--- src/rtl/mod_counter_if.sv ---
// rtl/mod_counter_if.sv - control/status bundle for mod_counter
//
// Purpose: groups the counter's control inputs and status outputs so they
// travel as one port. The driver side uses the master modport and the
// counter uses the slave modport.
//
// Signals:
//   en        count enable
//   up        direction, 1 = increment, 0 = decrement
//   oneshot   1 = stop at the terminal value instead of wrapping
//   load      synchronous load strobe
//   load_val  value written on load, WIDTH bits
//   cnt       registered count value, WIDTH bits
//   tc        registered terminal-count pulse
//   done      registered one-shot-finished flag
interface mod_counter_if #(
  parameter int unsigned WIDTH = 4
);
  logic             en;
  logic             up;
  logic             oneshot;
  logic             load;
  logic [WIDTH-1:0] load_val;
  logic [WIDTH-1:0] cnt;
  logic             tc;
  logic             done;

  modport master (
    output en, up, oneshot, load, load_val,
    input  cnt, tc, done
  );

  modport slave (
    input  en, up, oneshot, load, load_val,
    output cnt, tc, done
  );
endinterface

--- src/rtl/mod_counter.sv ---
// rtl/mod_counter.sv - modulo up/down counter with one-shot and optional prescaler
//
// Purpose: counts 0..MODULUS-1 up or down, wrapping or stopping at the
// terminal value, with a registered terminal-count pulse and done flag.
//
// Ports:
//   clk   single clock, all state changes on its rising edge
//   rst   synchronous active-high reset
//   bus   mod_counter_if.slave (en, up, oneshot, load, load_val in;
//         cnt, tc, done out)
//
// Configuration macro: MOD_COUNTER_PRESCALE_EN
//   defined   -> a 16-bit prescaler makes one step every PRESCALE enabled cycles
//   undefined -> PRESCALE is ignored and every enabled RUN cycle is a step
module mod_counter #(
  parameter int unsigned     WIDTH    = 4,
  parameter longint unsigned MODULUS  = 16,
  parameter int unsigned     PRESCALE = 1
) (
  input  logic          clk,
  input  logic          rst,
  mod_counter_if.slave  bus
);

  typedef enum logic {
    RUN  = 1'b0,
    HALT = 1'b1
  } state_t;

  // MODULUS is 64-bit so MODULUS = 2**32 is representable; MODULUS-1 always fits.
  localparam logic [WIDTH-1:0] MAX_VAL = WIDTH'(MODULUS - 64'd1);

  state_t           state, state_n;
  logic [WIDTH-1:0] cnt_q, cnt_n;
  logic             tc_q, tc_n;
  logic             done_q, done_n;

  logic             counting;
  logic             step;
  logic [WIDTH-1:0] load_clamped;
  logic [WIDTH-1:0] terminal;

  assign counting     = (state == RUN) && bus.en;
  assign load_clamped = (64'(bus.load_val) >= MODULUS) ? MAX_VAL : bus.load_val;
  assign terminal     = bus.up ? MAX_VAL : '0;

`ifdef MOD_COUNTER_PRESCALE_EN
  localparam logic [15:0] PS_LAST = 16'(PRESCALE - 1);

  logic [15:0] ps_q, ps_n;

  // The step lands on the last enabled cycle of each interval.
  assign step = counting && (ps_q == PS_LAST);

  always_comb begin
    ps_n = ps_q;
    if (bus.load) begin
      ps_n = '0;
    end else if (step) begin
      ps_n = '0;
    end else if (counting) begin
      ps_n = ps_q + 16'd1;
    end
  end

  always_ff @(posedge clk) begin
    if (rst) begin
      ps_q <= '0;
    end else begin
      ps_q <= ps_n;
    end
  end
`else
  logic unused_prescale;
  assign unused_prescale = ^PRESCALE;
  assign step            = counting;
`endif

  // Next-state and outputs; load outranks a step taken in the same cycle.
  always_comb begin
    state_n = state;
    cnt_n   = cnt_q;
    tc_n    = 1'b0;
    done_n  = done_q;
    if (bus.load) begin
      state_n = RUN;
      cnt_n   = load_clamped;
      done_n  = 1'b0;
    end else if (step) begin
      if (cnt_q == terminal) begin
        tc_n = 1'b1;
        if (bus.oneshot) begin
          state_n = HALT;
          done_n  = 1'b1;
        end else begin
          cnt_n = bus.up ? '0 : MAX_VAL;
        end
      end else begin
        cnt_n = bus.up ? cnt_q + 1'b1 : cnt_q - 1'b1;
      end
    end
  end

  always_ff @(posedge clk) begin
    if (rst) begin
      state  <= RUN;
      cnt_q  <= '0;
      tc_q   <= 1'b0;
      done_q <= 1'b0;
    end else begin
      state  <= state_n;
      cnt_q  <= cnt_n;
      tc_q   <= tc_n;
      done_q <= done_n;
    end
  end

  assign bus.cnt  = cnt_q;
  assign bus.tc   = tc_q;
  assign bus.done = done_q;

endmodule

--- src/flat_wrapper.sv ---
// flat-port wrapper written by rule: the top's interface ports become plain ports
module mod_counter_flat 
#(
  parameter int unsigned     WIDTH    = 4,
  parameter longint unsigned MODULUS  = 16,
  parameter int unsigned     PRESCALE = 1
)
  (clk, rst, bus_en, bus_up, bus_oneshot, bus_load, bus_load_val, bus_cnt, bus_tc, bus_done);
  mod_counter_if #(.WIDTH(WIDTH)) bus_i ();
  input  logic clk;
  input  logic rst;
  input wire logic [$bits(bus_i.en)-1:0] bus_en;
  input wire logic [$bits(bus_i.up)-1:0] bus_up;
  input wire logic [$bits(bus_i.oneshot)-1:0] bus_oneshot;
  input wire logic [$bits(bus_i.load)-1:0] bus_load;
  input wire logic [$bits(bus_i.load_val)-1:0] bus_load_val;
  output wire logic [$bits(bus_i.cnt)-1:0] bus_cnt;
  output wire logic [$bits(bus_i.tc)-1:0] bus_tc;
  output wire logic [$bits(bus_i.done)-1:0] bus_done;
  assign bus_i.en = bus_en;
  assign bus_i.up = bus_up;
  assign bus_i.oneshot = bus_oneshot;
  assign bus_i.load = bus_load;
  assign bus_i.load_val = bus_load_val;
  assign bus_cnt = bus_i.cnt;
  assign bus_tc = bus_i.tc;
  assign bus_done = bus_i.done;
  mod_counter #(.WIDTH(WIDTH), .MODULUS(MODULUS), .PRESCALE(PRESCALE)) u_core (.clk(clk), .rst(rst), .bus(bus_i));
endmodule
--- config.mk ---
export PLATFORM = sky130hd
export DESIGN_NAME = mod_counter_flat
export DESIGN_NICKNAME = d
export VERILOG_FILES = /design/src/rtl/mod_counter_if.sv /design/src/rtl/mod_counter.sv /design/src/flat_wrapper.sv
export SDC_FILE = /design/constraint.sdc
export NUM_CORES = 1
export LEC_CHECK = 0
export CAP_MARGIN = 20
export CORE_AREA = 2 2 39 41
export DETAILED_ROUTE_END_ITERATION = 8
export DIE_AREA = 0 0 41 43
export GPL_TIMING_DRIVEN = 1
export PLACE_DENSITY_LB_ADDON = 0.3
export SYNTH_ARGS = -nofsm -noshare
export SYNTH_HDL_FRONTEND = slang
export SYNTH_SLANG_ARGS = --single-unit
--- constraint.sdc ---
create_clock -name clk -period 3.71 [get_ports clk]
set_input_delay 0.5565 -clock clk [delete_from_list [all_inputs] [get_ports clk]]
set_output_delay 0.5565 -clock clk [all_outputs]
set_load 0.02 [all_outputs]
==> summary.txt <==
CTS resizes: 0
Initial antenna violation count: 0
Net Sw Frac: 0.306
Vias in the first global route: 406
Drt first pass iters: 4
Final Hold Viols: 0
Pin count of the biggest net entering global routing: 13
Non-Filler Cell Area, Final: 641 µm²
Post-Route WL: 1.03 mm
Critical path launch point: bus_up
Slew margin rel.: 0.738
Total gr overflow: 0
Sw Pwr: 0.0000632 W
Maximum VDD drop: 0.259 mV
Max Fanout on Critical Path: 6
Synth async-reset ratio: 0
DIE AREA: 1760 µm²
Placed cells: 82
Critical path class: in2reg
N_diodes: 0
CTS tree: done
# IOs: 16
Max-cap violations: 0
Worst Path Arrival: 2.39 ns
Clock slew at reported path FFs: 0.04 ns
Syn_nets: 67
RSZ-0062 raised after global routing: no
Drc violations: 0
Critical path endpoint category: flip-flop
Cell Count, Final, Fillers Out: 85
Post-CTS Setup Repair Bufs: 0
Global-route wire length before repair: 1.66 mm
FILL cells: 144
Status: finished, final reports clean
Nets: 84
F_max: 446 MHz
Die H: 43 µm
Skew-Pair Late Insertion Delay: 0.24 ns
Drt via density: 5.47
Worst Hold Class: reg2reg
Most frequent cells in the layout: 15 x clkdlybuf4s50_1, 6 x dfxtp_1
TritonCTS Buffers: 3
Hold slack: 0.550 ns
Fin crit share: 0.604
Avg Cell Area, Syn: 8.67 µm²
Pwr dens: 322 nW/µm²
Root Buffer: clkbuf_4
Synthesized instance count: 54
Worst slew pin tran: 0.390 ns
Internal: 0.000143 W
Fin worst setup slack: 1.47 ns
Commonest non-fill, non-tap cell in the layout: clkdlybuf4s50_1
Register area share after synthesis: 0.257
Layout cell share with drive strength beyond 1: 0.0870
Via count: 465
Kind of start point of the critical path: primary input
Setup WS pre-CTS: 1.24 ns
# hold bufs at CTS: 0
Initial core utilization: 0.338
Max Slew Vio Count: 0
WL/cell: 12.1 µm
Clock share of power: 0.279
Hpwl dp: 812 µm
Die width: 41 µm
Netlist cell types: 32
Routability-driven placement congestion ratio: 0.874
Input/output buffers: 15
Longest Clk Path Bufs: 2
# setup viols final: 0
1st-iter DRT viols: 10
Top FF cell, synth: dfxtp_1
Setup Skew: 0.000870 ns
Ys Warns: 0
CTS HTree Levels: 1
Reg power frac: 0.376
#FFs+latches synth: 6
Area growth from synthesis to layout: 36.9%
WP data required: 3.86 ns
Area after DPL: 618 µm²
All-Layer GR Usage: 0.141
Clock sinks: 6
Combinational Power Share: 0.345
P_leak: 0.241 nW
Reg-to-Reg Start: u_core.bus.cnt[2]$_SDFFE_PP0P_
Number of flops mapped to enable cells by yosys: 0
Fin crit period: 2.24 ns
Hold_sp: u_core.state$_SDFFE_PP0P_
Setup tns final: 0 ns
Row count: 14
Core ar.: 1380 µm²
Final ANT Viol Nets: 0
Synthesized area: 468 µm²
## cell usage after synthesis, types with 3 or more instances
library cell,n,area (µm²)
dfxtp_1,6,120
nor3_1,3,15.0
a21oi_1,3,15.0
nand2_1,3,11.3
## sequential cells by signal (all words and copies together), names as in the netlist
signal	flops
u_core.bus.cnt	4
u_core.state	1
u_core.bus.tc	1
## cell families (layout without fill, tap and decap cells)
logic type,count (synthesis),after routing,share of synthesized area
AND/OR/NAND/NOR,20,20,0.246
XOR/XNOR,3,3,0.0562
AO/OA/AOI/OAI,17,17,0.286
adder cells (fa/ha/maj),3,3,0.0962
flip-flops,6,6,0.257
buffers and inverters,5,20,0.0588
## worst paths after layout
check                                        end  slack (ns)  cells past startpoint
setup / recovery  u_core.bus.cnt[0]$_SDFFE_PP0P_        1.47                      7
hold / removal         u_core.state$_SDFFE_PP0P_        0.55                      2
setup reg to reg  u_core.bus.cnt[0]$_SDFFE_PP0P_        2.20                      5
hold reg to reg        u_core.state$_SDFFE_PP0P_        0.55                      2
## routing by layer
metal,up-vias,GRT usage,wire length [µm]
li1,238,-,-
met1,209,0.168,459
met2,16,0.203,492
met3,2,0.0942,69
met4,0,0.0333,8
met5,-,0,0
## worst max-delay path, stage by stage
cell             delay (ns)
clkdlybuf4s50_1        0.58
inv_1                  0.15
ha_1                   0.36
and3_1                 0.19
a211oi_1               0.26
a221oi_1               0.08
o31ai_1                0.21
## power by group through the flow
stage	sequential [W]	combinational (W)	clock, W
6_report	0.0000776	0.0000710	0.0000575
5_1_grt	0.0000785	0.0000783	0.0000666
4_1_cts	0.0000776	0.0000716	0.0000609
3_5_place_dp	0.0000787	0.0000713	0
3_3_place_gp	0.0000787	0.0000710	0
2_1_floorplan	0.0000813	0.0000420	0
## layout make-up
class / count / area (µm²) / share of cell area
inverter: 2 / 7.51 / 0.0117
tap: 16 / 20.0 / 0.0313
clock buffer: 3 / 22.5 / 0.0352
multi-input combinational: 43 / 320 / 0.500
sequential: 6 / 120 / 0.187
timing repair buffer: 15 / 150 / 0.234
## per-stage QoR
stage | total power, W | util
finish | 0.000206 | 0.463
global route | 0.000223 | 0.463
CTS | 0.000210 | 0.463
detailed placement | 0.000150 | 0.447
global placement | 0.000150 | 0.447
floorplan | 0.000123 | -
(Power assumes the default switching activity.)
